==> src/rtl/clk_div_pkg.sv <==
// Shared constants and helpers for the multi-channel clock divider.
package clk_div_pkg;

   localparam int unsigned CLK_HZ      = 100_000_000;
   localparam logic        MODE_SQUARE = 1'b0;
   localparam logic        MODE_PULSE  = 1'b1;

   // Terminal count that yields a square wave of f Hz from CLK_HZ.
   function automatic int unsigned half_for_hz(input int unsigned f);
      return (CLK_HZ / (2 * f)) - 1;
   endfunction

endpackage

==> src/rtl/div_channel.sv <==
// One divider channel: counter, live and shadow config, pending flag, output regs.
module div_channel
   import clk_div_pkg::*;
#(
   parameter int unsigned      CNT_W    = 27,
   parameter logic [CNT_W-1:0] RST_HALF = CNT_W'(4_999_999)
) (
   input  logic             clk,
   input  logic             rst_n,
   input  logic             i_wr,
   input  logic [CNT_W-1:0] i_half,
   input  logic             i_mode,
   input  logic             i_en,
   input  logic             i_sync,
   output logic             o_pending,
   output logic             o_div,
   output logic             o_tick
);

   logic [CNT_W-1:0] r_ctr, r_half, r_sh_half;
   logic             r_mode, r_en, r_sh_mode, r_sh_en;
   logic             r_pending, r_div, r_tick;

   logic [CNT_W-1:0] w_ctr_nxt, w_half_nxt, w_sh_half_nxt;
   logic             w_mode_nxt, w_en_nxt, w_sh_mode_nxt, w_sh_en_nxt;
   logic             w_pending_nxt, w_div_nxt, w_tick_nxt;
   logic             w_term, w_apply;

   // Next-state: count/terminal/sync behaviour, then pending apply, then shadow write.
   always_comb begin
      w_term        = r_en && (r_ctr == r_half);
      w_apply       = r_pending && (!r_en || i_sync || w_term);
      w_ctr_nxt     = r_ctr;
      w_div_nxt     = r_div;
      w_tick_nxt    = 1'b0;
      w_half_nxt    = r_half;
      w_mode_nxt    = r_mode;
      w_en_nxt      = r_en;
      w_sh_half_nxt = r_sh_half;
      w_sh_mode_nxt = r_sh_mode;
      w_sh_en_nxt   = r_sh_en;
      w_pending_nxt = r_pending;

      if (!r_en) begin
         w_ctr_nxt = '0;
         w_div_nxt = 1'b0;
      end else if (i_sync) begin
         // sync outranks a coincident terminal: no tick, no toggle
         w_ctr_nxt = '0;
         w_div_nxt = 1'b0;
      end else if (w_term) begin
         w_ctr_nxt  = '0;
         w_tick_nxt = 1'b1;
         w_div_nxt  = (r_mode == MODE_PULSE) ? 1'b1 : ~r_div;
      end else begin
         w_ctr_nxt = r_ctr + CNT_W'(1);
         if (r_mode == MODE_PULSE) begin
            w_div_nxt = 1'b0;
         end
      end

      if (w_apply) begin
         w_half_nxt    = r_sh_half;
         w_mode_nxt    = r_sh_mode;
         w_en_nxt      = r_sh_en;
         w_pending_nxt = 1'b0;
         w_ctr_nxt     = '0;
         if (!r_sh_en) begin
            w_div_nxt  = 1'b0;
            w_tick_nxt = 1'b0;
         end
      end

      // Only accepted writes arrive here, so pending is clear and w_apply is 0.
      if (i_wr) begin
         w_sh_half_nxt = i_half;
         w_sh_mode_nxt = i_mode;
         w_sh_en_nxt   = i_en;
         w_pending_nxt = 1'b1;
      end
   end

   // State register.
   always_ff @(posedge clk or negedge rst_n) begin
      if (!rst_n) begin
         r_ctr     <= '0;
         r_half    <= RST_HALF;
         r_mode    <= MODE_SQUARE;
         r_en      <= 1'b1;
         r_sh_half <= RST_HALF;
         r_sh_mode <= MODE_SQUARE;
         r_sh_en   <= 1'b1;
         r_pending <= 1'b0;
         r_div     <= 1'b0;
         r_tick    <= 1'b0;
      end else begin
         r_ctr     <= w_ctr_nxt;
         r_half    <= w_half_nxt;
         r_mode    <= w_mode_nxt;
         r_en      <= w_en_nxt;
         r_sh_half <= w_sh_half_nxt;
         r_sh_mode <= w_sh_mode_nxt;
         r_sh_en   <= w_sh_en_nxt;
         r_pending <= w_pending_nxt;
         r_div     <= w_div_nxt;
         r_tick    <= w_tick_nxt;
      end
   end

   assign o_pending = r_pending;
   assign o_div     = r_div;
   assign o_tick    = r_tick;

endmodule

==> src/rtl/multi_clk_div_gen.sv <==
// Multi-channel programmable divider: channel decode, ready mux and sync fan-out.
module multi_clk_div_gen
   import clk_div_pkg::*;
#(
   parameter  int unsigned NUM_CH       = 4,
   parameter  int unsigned CNT_W        = 27,
   parameter  int unsigned DEFAULT_HALF = half_for_hz(10),
   localparam int unsigned CH_W         = (NUM_CH > 1) ? $clog2(NUM_CH) : 1
) (
   input  logic              clk,
   input  logic              rst_n,
   input  logic              cfg_we,
   input  logic [CH_W-1:0]   cfg_ch,
   input  logic [CNT_W-1:0]  cfg_half,
   input  logic              cfg_mode,
   input  logic              cfg_en,
   output logic              cfg_ready,
   input  logic              sync_i,
   output logic [NUM_CH-1:0] div_out,
   output logic [NUM_CH-1:0] tick_out
);

   logic [NUM_CH-1:0] w_pending;
   logic [NUM_CH-1:0] w_wr;

   // Ready for the addressed channel; out-of-range channels are never ready.
   always_comb begin
      cfg_ready = 1'b0;
      for (int unsigned i = 0; i < NUM_CH; i++) begin
         if (cfg_ch == CH_W'(i)) begin
            cfg_ready = !w_pending[i];
         end
      end
   end

   // Per-channel write decode and divider instances.
   for (genvar g = 0; g < NUM_CH; g++) begin : g_ch
      assign w_wr[g] = cfg_we && cfg_ready && (cfg_ch == CH_W'(g));

      div_channel #(
         .CNT_W    (CNT_W),
         .RST_HALF (CNT_W'(DEFAULT_HALF))
      ) u_ch (
         .clk       (clk),
         .rst_n     (rst_n),
         .i_wr      (w_wr[g]),
         .i_half    (cfg_half),
         .i_mode    (cfg_mode),
         .i_en      (cfg_en),
         .i_sync    (sync_i),
         .o_pending (w_pending[g]),
         .o_div     (div_out[g]),
         .o_tick    (tick_out[g])
      );
   end

endmodule
==> config.mk <==
export PLATFORM = sky130hd
export DESIGN_NAME = multi_clk_div_gen
export DESIGN_NICKNAME = d
export VERILOG_FILES = /design/src/rtl/clk_div_pkg.sv /design/src/rtl/div_channel.sv /design/src/rtl/multi_clk_div_gen.sv
export SDC_FILE = /design/constraint.sdc
export NUM_CORES = 1
export LEC_CHECK = 0
export ABC_CLOCK_PERIOD_IN_PS = 4100
export CAP_MARGIN = 10
export CORE_MARGIN = 4
export CORE_UTILIZATION = 65
export DETAILED_ROUTE_END_ITERATION = 8
export GPL_TIMING_DRIVEN = 0
export PLACE_DENSITY = 0.87
export SLEW_MARGIN = 5
export SYNTH_ARGS = -nofsm -noshare
export SYNTH_HDL_FRONTEND = slang
export SYNTH_SLANG_ARGS = --single-unit
==> constraint.sdc <==
create_clock -name clk -period 4.1 [get_ports clk]
set_clock_uncertainty 0.1 [all_clocks]
set_input_delay 0.41 -clock clk [delete_from_list [all_inputs] [get_ports clk]]
set_output_delay 0.41 -clock clk [all_outputs]
set_load 0.1 [all_outputs]
==> qor.log, run 1 <==
INFO  clocking       insertion_delay=0.52ns
INFO  yosys          synthesis.area=15830µm²
INFO  setup_path     critical_path.startpoint_type=flip-flop
INFO  final_layout   final-instance-count-excl-fill=1657
INFO  timing         finalCritPeriodShare=0.8184
INFO  clocking       clock_sink_count=352
INFO  setup_path     timing.critical_path.arrival=2.85ns
INFO  power_and_ir_drop total_leakage_power=7.430nW
INFO  power_and_ir_drop power_frac_comb=0.187
INFO  timing         fmaxAchievable=0.2980GHz
INFO  clocking       clock_tree.buffer_depth=3
INFO  timing         final_period_minus_worst_setup_slack=3.355ns
INFO  global_routing globalRouteTotalUtil=0.2780
INFO  timing         setup-tns-final=0ns
INFO  clocking       htree_levels=2
INFO  setup_path     path_cells=mux4_2 -> inv_1 -> clkdlybuf4s50_1
INFO  yosys          area_leader_netlist=dfrtp_1
INFO  power_and_ir_drop switchingPower=2.832mW
INFO  routing        routed_via_density=5.998
INFO  clocking       clock-root-buffer=clkbuf_16
INFO  final_layout   drive_above_1_share=0.3288
INFO  final_layout   final_common_cell=dfrtp_1
INFO  yosys          ys_types=34
INFO  clocking       ctsResizeCount=0
INFO  floorplanning  row_count=56
INFO  timing         final_hold_viol_count=0
INFO  timing         total_count_of_max_transition_violations_in_the_final_report=0
INFO  place          placed_area=16740µm²
INFO  routing        drt_iter0_markers=683
INFO  setup_path     cp.required=3.59ns
INFO  power_and_ir_drop vdd_drop_max=433.0µV
INFO  setup_path     criticalPathCategory=flip-flop to primary output
INFO  final_layout   fillCellCount=1445
INFO  yosys          synth_top_area_frac=0.3794
INFO  place          gp_congestion=0.8527
INFO  yosys          synth-warning-count=0
INFO  routing        totalWireLength=35.98mm
INFO  power_and_ir_drop cellPowerDensity=585.2nW/µm²
INFO  floorplanning  die-height=164.0µm
INFO  final_layout   sequential_cell_area=8949µm²
INFO  timing         max_slew.worst_pin.slew=1.096ns
INFO  power_and_ir_drop clock_power_share=0.304
INFO  final_layout   area.growth.synth_to_final=12.99%
INFO  setup_path     setup.worst_path.start=g_ch[0].u_ch.o_pending
INFO  floorplanning  die_width=164.0µm
INFO  setup_path     critical_path.n_buffers_inverters=2
INFO  yosys          synth_sequential_area_ratio=0.5654
INFO  setup_path     crit_fanout=7
INFO  setup_path     slowest_stage=clkdlybuf4s50_1
INFO  power_and_ir_drop power_switching_share=0.2706
INFO  floorplanning  design.portCount=44
INFO  timing         rsz_0062_raised_after_global_routing=false
INFO  yosys          synth.net_count=1266
INFO  yosys          synth_seq_cells=352
INFO  routing        remaining_drc_errors=0
INFO  place          dp_hpwl=23.08mm
INFO  setup_path     cp-end-kind=primary output
INFO  place          io_buffers=43
INFO  global_routing vias_in_the_first_global_route=10255
INFO  setup_path     crit_path_max_incr_delay=1.13ns
INFO  setup_path     critical_path.top_delay_family=buffers and inverters
INFO  place          numPlacedInstances=1592
INFO  final_layout   antenna_cells=0
INFO  timing         max_slew_margin=0.2587
INFO  routing        drt.antenna.violating_nets=0
INFO  yosys          top_cells_by_area_synth=dfrtp_1 38%, dfstp_2 19%, mux2_2 15%
INFO  setup_path     regToRegEndpoint=g_ch[0].u_ch.r_ctr[7]
INFO  final_layout   finish.net_count=1351
INFO  outcome        run_status=finished, final reports clean
INFO  floorplanning  start_util=0.6683
INFO  global_routing maximum_number_of_pins_on_one_net_before_global_route_repair=124
INFO  floorplanning  placeableCoreArea=23680µm²
INFO  clocking       cts_setup_buffers=0
INFO  setup_path     worst-r2r-setup-slack=1.51ns
INFO  final_layout   postLayoutCellArea=17880µm²
INFO  min_path       min-delay-path-class=primary input to async pin
INFO  final_layout   commonest_cells_after_routing_fill_and_taps_aside=240 x dfrtp_1, 212 x mux2_2, 130 x nor2_1
INFO  global_routing first_pass_grt_wire_length=57.52mm
INFO  routing        num_vias=9938
INFO  final_layout   multiInputGateArea=6576µm²
INFO  power_and_ir_drop proportion_of_power_drawn_by_flip_flops_and_latches=0.509
INFO  routing        wl_per_cell=21.72µm
INFO  clocking       cts_tree=built
INFO  yosys          synthesis.area_per_instance=12.90µm²
INFO  setup_path     regToRegStartpoint=g_ch[0].u_ch.r_half[1]
INFO  setup_path     reg2regPathDepth=7
INFO  clocking       cts_inserted_buffers=36
INFO  clocking       clk_pin_slew_worst_paths=0.06ns
INFO  timing         report.final.setup_viol=0
INFO  floorplanning  fp.dieArea=26910µm²
INFO  global_routing grt.overflow.total=0
INFO  global_routing initial_antenna_violation_count=0
INFO  routing        detail_route.first_pass.iterations=5
INFO  power_and_ir_drop internal-power=7.633mW
INFO  yosys          synth_cells=1227
INFO  job            maxCapViolations=0
repair_timing:
| item | in CTS | in global routing |
|---|---|---|
| hold endpoints to repair | 41 | 0 |
| hold buffers | 1 | 0 |
| setup endpoints to repair | 0 | 0 |
routing by layer:
| metal | vias to the layer above | routed length (µm) | GRT usage |
|---|---|---|---|
| met2 | 338 | 17410 | 0.4480 |
| met4 | 0 | 1915 | 0.1285 |
| met3 | 118 | 2114 | 0.05596 |
| met1 | 5075 | 14540 | 0.3679 |
| li1 | 4407 | - | - |
| met5 | - | 0 | 0 |
cells by family (layout without fill, tap and decap cells):
group / after synthesis / count (layout) / share of synthesized area
flip-flops: 352 / 352 / 0.5654
AO/OA/AOI/OAI: 16 / 16 / 0.01099
buffers and inverters: 58 / 169 / 0.01913
multiplexers: 233 / 233 / 0.1712
XOR/XNOR: 208 / 208 / 0.1151
AND/OR/NAND/NOR: 356 / 356 / 0.1150
adder cells (fa/ha/maj): 4 / 4 / 0.003162
state kept, by name (all words and copies together) (netlist names):
register             cells
g_ch.u_ch.r_ctr        108
g_ch.u_ch.o_div          4
g_ch.u_ch.r_sh_en        4
g_ch.u_ch.o_pending      4
g_ch.u_ch.o_tick         4
g_ch.u_ch.r_sh_half    108
g_ch.u_ch.r_en           4
g_ch.u_ch.r_mode         4
g_ch.u_ch.r_sh_mode      4
g_ch.u_ch.r_half       108
worst max path at each step:
stage | endpoint | slack [ns] | depth (start not counted)
floorplan | g_ch[3].u_ch.r_half[10] | 1.98 | 8
global placement | g_ch[0].u_ch.r_half[16] | -12.05 | 1
detailed placement | cfg_ready | 0.76 | 4
CTS | cfg_ready | 0.71 | 3
global route | cfg_ready | 0.69 | 3
finish | cfg_ready | 0.74 | 3
synth_stat cells (all sizes together):
master	number
dfrtp	240
mux2	232
nor2	130
dfstp	112
xnor2	107
xor2	101
nand4	55
nand3	48
nand2	29
nor3	27
buf	26
clkbuf	22
and3	15
nor4	13
nor2b	12
and2	11
inv	10
and4	9
a31o	6
o21ai	6
ha	4
nand2b	4
a41oi	3
nor4b	2
mux4	1
o31a	1
or2	1
power groups by stage:
stage	combinational [mW]	clock, mW	sequential, mW
3_3_place_gp	1.81	0	5.28
2_1_floorplan	1.51	0	5.07
3_5_place_dp	1.91	0	5.33
6_report	1.96	3.18	5.33
4_1_cts	1.98	3.22	5.31
5_1_grt	2.13	3.37	5.41
area by class of cell:
class	count	share of cell area
inverter	10	0.002099
buffer	48	0.01483
sequential	352	0.5004
multi-input combinational	817	0.3677
clock buffer	59	0.06031
tap	319	0.02232
timing repair buffer	47	0.02952
clock inverter	5	0.002799
stage by stage:
| step | hold slack, ns | total power [mW] | setup slack (ns) | utilization |
|---|---|---|---|---|
| global placement | 0.3813 | 7.098 | -12.05 | 0.7034 |
| global route | 0.3129 | 10.92 | 0.6868 | 0.7551 |
| floorplan | 0.01441 | 6.578 | 1.980 | - |
| CTS | 0.2879 | 10.51 | 0.7056 | 0.7551 |
| detailed placement | 0.2264 | 7.238 | 0.7616 | 0.7070 |
| finish | 0.2822 | 10.47 | 0.7447 | 0.7551 |
worst reg2reg max path, delay by kind of cell (launching register included):
kind            cells  cell delay, ns
xor+xnor            1            0.15
flops               1            0.55
simple gates        3            0.82
buf+inv             2            0.62
compound gates      1            0.23
Note: power is estimated with default switching activity, not from simulation.
==> run 2: changes to the inputs <==
- ABC_CLOCK_PERIOD_IN_PS: 4100 -> 2940
- CORE_UTILIZATION: 65 -> 56
- PLACE_DENSITY: 0.87 -> 0.8
- clock period: 4.1 -> 2.94 ns (I/O delays scaled with it)
==> run 2 against run 1 <==
  * Worst setup slack worse by 0.63 ns
  * Via count is 3.9% lower
  * Sequential share of layout area is 0.29 points lower
  * Clock-buffer cell count is 1 lower
  * Core utilization is 11 points lower
  * Non-clock buffer count stayed put
  * Worst hold slack worse by 0.078 ns
  * Cell count is 3.5% higher
  * Die area is 15% higher
  * First-iteration DRC count is 18% higher
  * Clock power is 41% higher
  * Design area is 0.58% higher
  * Highest routed layer is now met5
==> qor.log, run 2 (synthesis gave the netlist of run 1 again) <==
INFO  outcome        run_status=finished, final reports clean
INFO  timing         final_period_minus_worst_setup_slack=2.829ns
INFO  clocking       cts_tree=built
INFO  global_routing globalRouteTotalUtil=0.2223 [-0.05577]
INFO  final_layout   finish.utilization=0.6457 [-0.1094]
INFO  timing         max_slew.worst_pin.slew=1.057ns [-0.03982 ns]
INFO  power_and_ir_drop totalPowerFinal=14.52mW [+39%]
INFO  final_layout   area.growth.synth_to_final=13.64%
INFO  setup_path     path_cells=mux4_2 -> inv_1 -> dlygate4sd2_1
INFO  place          io_buffers=43 [unchanged]
INFO  setup_path     cp-end-kind=primary output
INFO  routing        totalWireLength=33.69mm [-6.4%]
INFO  final_layout   final_common_cell=dfrtp_1
INFO  floorplanning  die-height=176.1µm [+7.4%]
INFO  setup_path     critical_path.startpoint_type=flip-flop
INFO  setup_path     crit_path_max_incr_delay=0.84ns [-0.29 ns]
INFO  global_routing use_met2=0.3680 [-0.07994]
INFO  power_and_ir_drop vdd_drop_max=651.7µV [+50%]
INFO  global_routing first_pass_grt_wire_length=54.37mm [-5.5%]
INFO  timing         final_hold_viol_count=0 [unchanged]
INFO  routing        detail_route.first_pass.iterations=7 [+2]
INFO  global_routing maximum_number_of_pins_on_one_net_before_global_route_repair=118 [-4.8%]
INFO  global_routing global_route.usage.met3=0.03769 [-0.01827]
INFO  global_routing grt.overflow.total=0 [unchanged]
INFO  routing        num_vias=9550 [-3.9%]
INFO  clocking       insertion_delay=0.51ns [about the same]
INFO  power_and_ir_drop cellPowerDensity=807.0nW/µm² [+38%]
INFO  routing        routed_via_density=5.569 [-7.2%]
INFO  min_path       min-delay-path-class=primary input to async pin
INFO  setup_path     reg2regPathDepth=3 [-4]
INFO  place          gp_congestion=0.8463 [-0.75%]
INFO  global_routing grt_peak_use_layer=met2
INFO  global_routing initial_antenna_violation_count=1 [+1]
INFO  setup_path     regToRegEndpoint=g_ch[0].u_ch.r_sh_half[17]
INFO  timing         max_slew_margin=0.2856 [+0.02692]
INFO  floorplanning  design.portCount=44 [unchanged]
INFO  setup_path     regToRegStartpoint=g_ch[0].u_ch.o_pending
INFO  final_layout   antenna_cells=0 [unchanged]
INFO  place          dp_hpwl=23.28mm [+0.86%]
INFO  setup_path     criticalPathCategory=flip-flop to primary output
INFO  floorplanning  die_width=176.1µm [+7.4%]
INFO  final_layout   commonest_cells_after_routing_fill_and_taps_aside=240 x dfrtp_1, 212 x mux2_2, 130 x nor2_1
INFO  final_layout   final-instance-count-excl-fill=1715 [+3.5%]
INFO  final_layout   finish.net_count=1351 [unchanged]
INFO  place          numPlacedInstances=1651 [+3.7%]
INFO  floorplanning  row_count=61 [+8.9%]
INFO  setup_path     setup.worst_path.start=g_ch[0].u_ch.o_pending
INFO  clocking       cts_setup_buffers=0 [unchanged]
INFO  setup_path     crit_fanout=7 [unchanged]
INFO  clocking       clk_pin_slew_worst_paths=0.06ns [about the same]
INFO  routing        drt_iter0_markers=809 [+18%]
INFO  global_routing vias_in_the_first_global_route=9771 [-4.7%]
INFO  clocking       cts_inserted_buffers=36 [unchanged]
INFO  clocking       clock_sink_count=352 [unchanged]
INFO  timing         total_count_of_max_transition_violations_in_the_final_report=0 [unchanged]
INFO  setup_path     cp.required=2.55ns [-1.04 ns]
INFO  final_layout   registers_with_the_most_flip_flops=g_ch.u_ch.r_ctr (108), g_ch.u_ch.r_half (108), g_ch.u_ch.r_sh_half (108)
INFO  timing         rsz_0062_raised_after_global_routing=false
INFO  floorplanning  fp.dieArea=31020µm² [+15%]
INFO  clocking       clock_tree.buffer_depth=3 [unchanged]
INFO  clocking       htree_levels=2 [unchanged]
INFO  final_layout   fillCellCount=2005 [+39%]
INFO  final_layout   drive_above_1_share=0.3298 [+0.0009939]
INFO  routing        remaining_drc_errors=0 [unchanged]
INFO  timing         finalCritPeriodShare=0.9621
INFO  timing         report.final.setup_viol=0 [unchanged]
INFO  floorplanning  start_util=0.5682 [-0.1002]
INFO  floorplanning  placeableCoreArea=27860µm² [+18%]
INFO  power_and_ir_drop total_leakage_power=7.444nW [+0.19%]
INFO  global_routing met1_routing_resource_usage_after_global_routing=0.3030 [-0.06494]
INFO  final_layout   postLayoutCellArea=17990µm² [+0.58%]
INFO  setup_path     worst-r2r-setup-slack=0.23ns [-1.28 ns]
INFO  routing        wl_per_cell=19.64µm [-9.5%]
INFO  place          placed_area=16820µm² [+0.44%]
INFO  setup_path     slowest_stage=dlygate4sd2_1
INFO  timing         whs=0.2045ns [-0.07769 ns]
INFO  job            maxCapViolations=0 [unchanged]
INFO  routing        drt.antenna.violating_nets=0 [unchanged]
INFO  setup_path     timing.critical_path.arrival=2.43ns [-0.42 ns]
INFO  timing         fmaxAchievable=0.3535GHz
INFO  clocking       clock-root-buffer=clkbuf_16
## run 2: cell types whose count changed in the layout (fill, tap and decap cells not counted)
cell             before  now
dlygate4sd2_1         0    1
clkdlybuf4s50_1      42   41
clkinv_2              4    3
clkbuf_8              7    8
clkbuf_1             36   34
bufinv_16             1    2
## run 2: layout make-up
class,count,area [µm²],area share
clock buffer,58,1085,0.06031
sequential,352,8949,0.4975
multi-input combinational,817,6576,0.3656
tap,378,473.0,0.02629
buffer,48,265.3,0.01475
timing repair buffer,47,526.8,0.02928
inverter,10,37.54,0.002087
clock inverter,5,75.07,0.004174
## run 2: where the power goes
part	internal, mW	total, mW	switching [mW]
clock	2.69	4.48	1.79
combinational	1.59	2.66	1.07
sequential	6.46	7.38	0.917
total	10.7	14.5	3.78
## run 2: critical path, delay by kind of cell (launching register included)
family	cells	cell delay [ns]
buf+inv	2	0.90
mux	1	0.50
flops	1	0.52
## run 2: how the worst max path moves through the flow
| stage | endpoint | slack, ns | cells past startpoint |
|---|---|---|---|
| 2_1_floorplan | g_ch[3].u_ch.r_half[10] | 0.82 | 8 |
| 3_3_place_gp | g_ch[2].u_ch.r_ctr[5] | -13.21 | 1 |
| 3_5_place_dp | cfg_ready | -0.03 | 4 |
| 4_1_cts | cfg_ready | 0.08 | 3 |
| 5_1_grt | cfg_ready | 0.04 | 3 |
| 6_report | cfg_ready | 0.11 | 3 |
## run 2: metrics by stage
stage               setup slack, ns  setup TNS [ns]
floorplan                    0.8200               0
global placement             -13.21        -4137.63
detailed placement         -0.03280         -0.1190
CTS                         0.08037               0
global route                0.03698               0
finish                       0.1113               0
## run 2: layer usage
metal / up-vias / share of wire
met5: - / 0.00059
met4: 2 / 0.032
met3: 71 / 0.042
met2: 205 / 0.49
met1: 4856 / 0.43
li1: 4416 / -
## run 2: what timing repair did
action                     in CTS  in global routing
resized for setup               1                  0
hold endpoints to repair       58                  0
hold buffers                    1                  0
setup endpoints to repair       1                  0
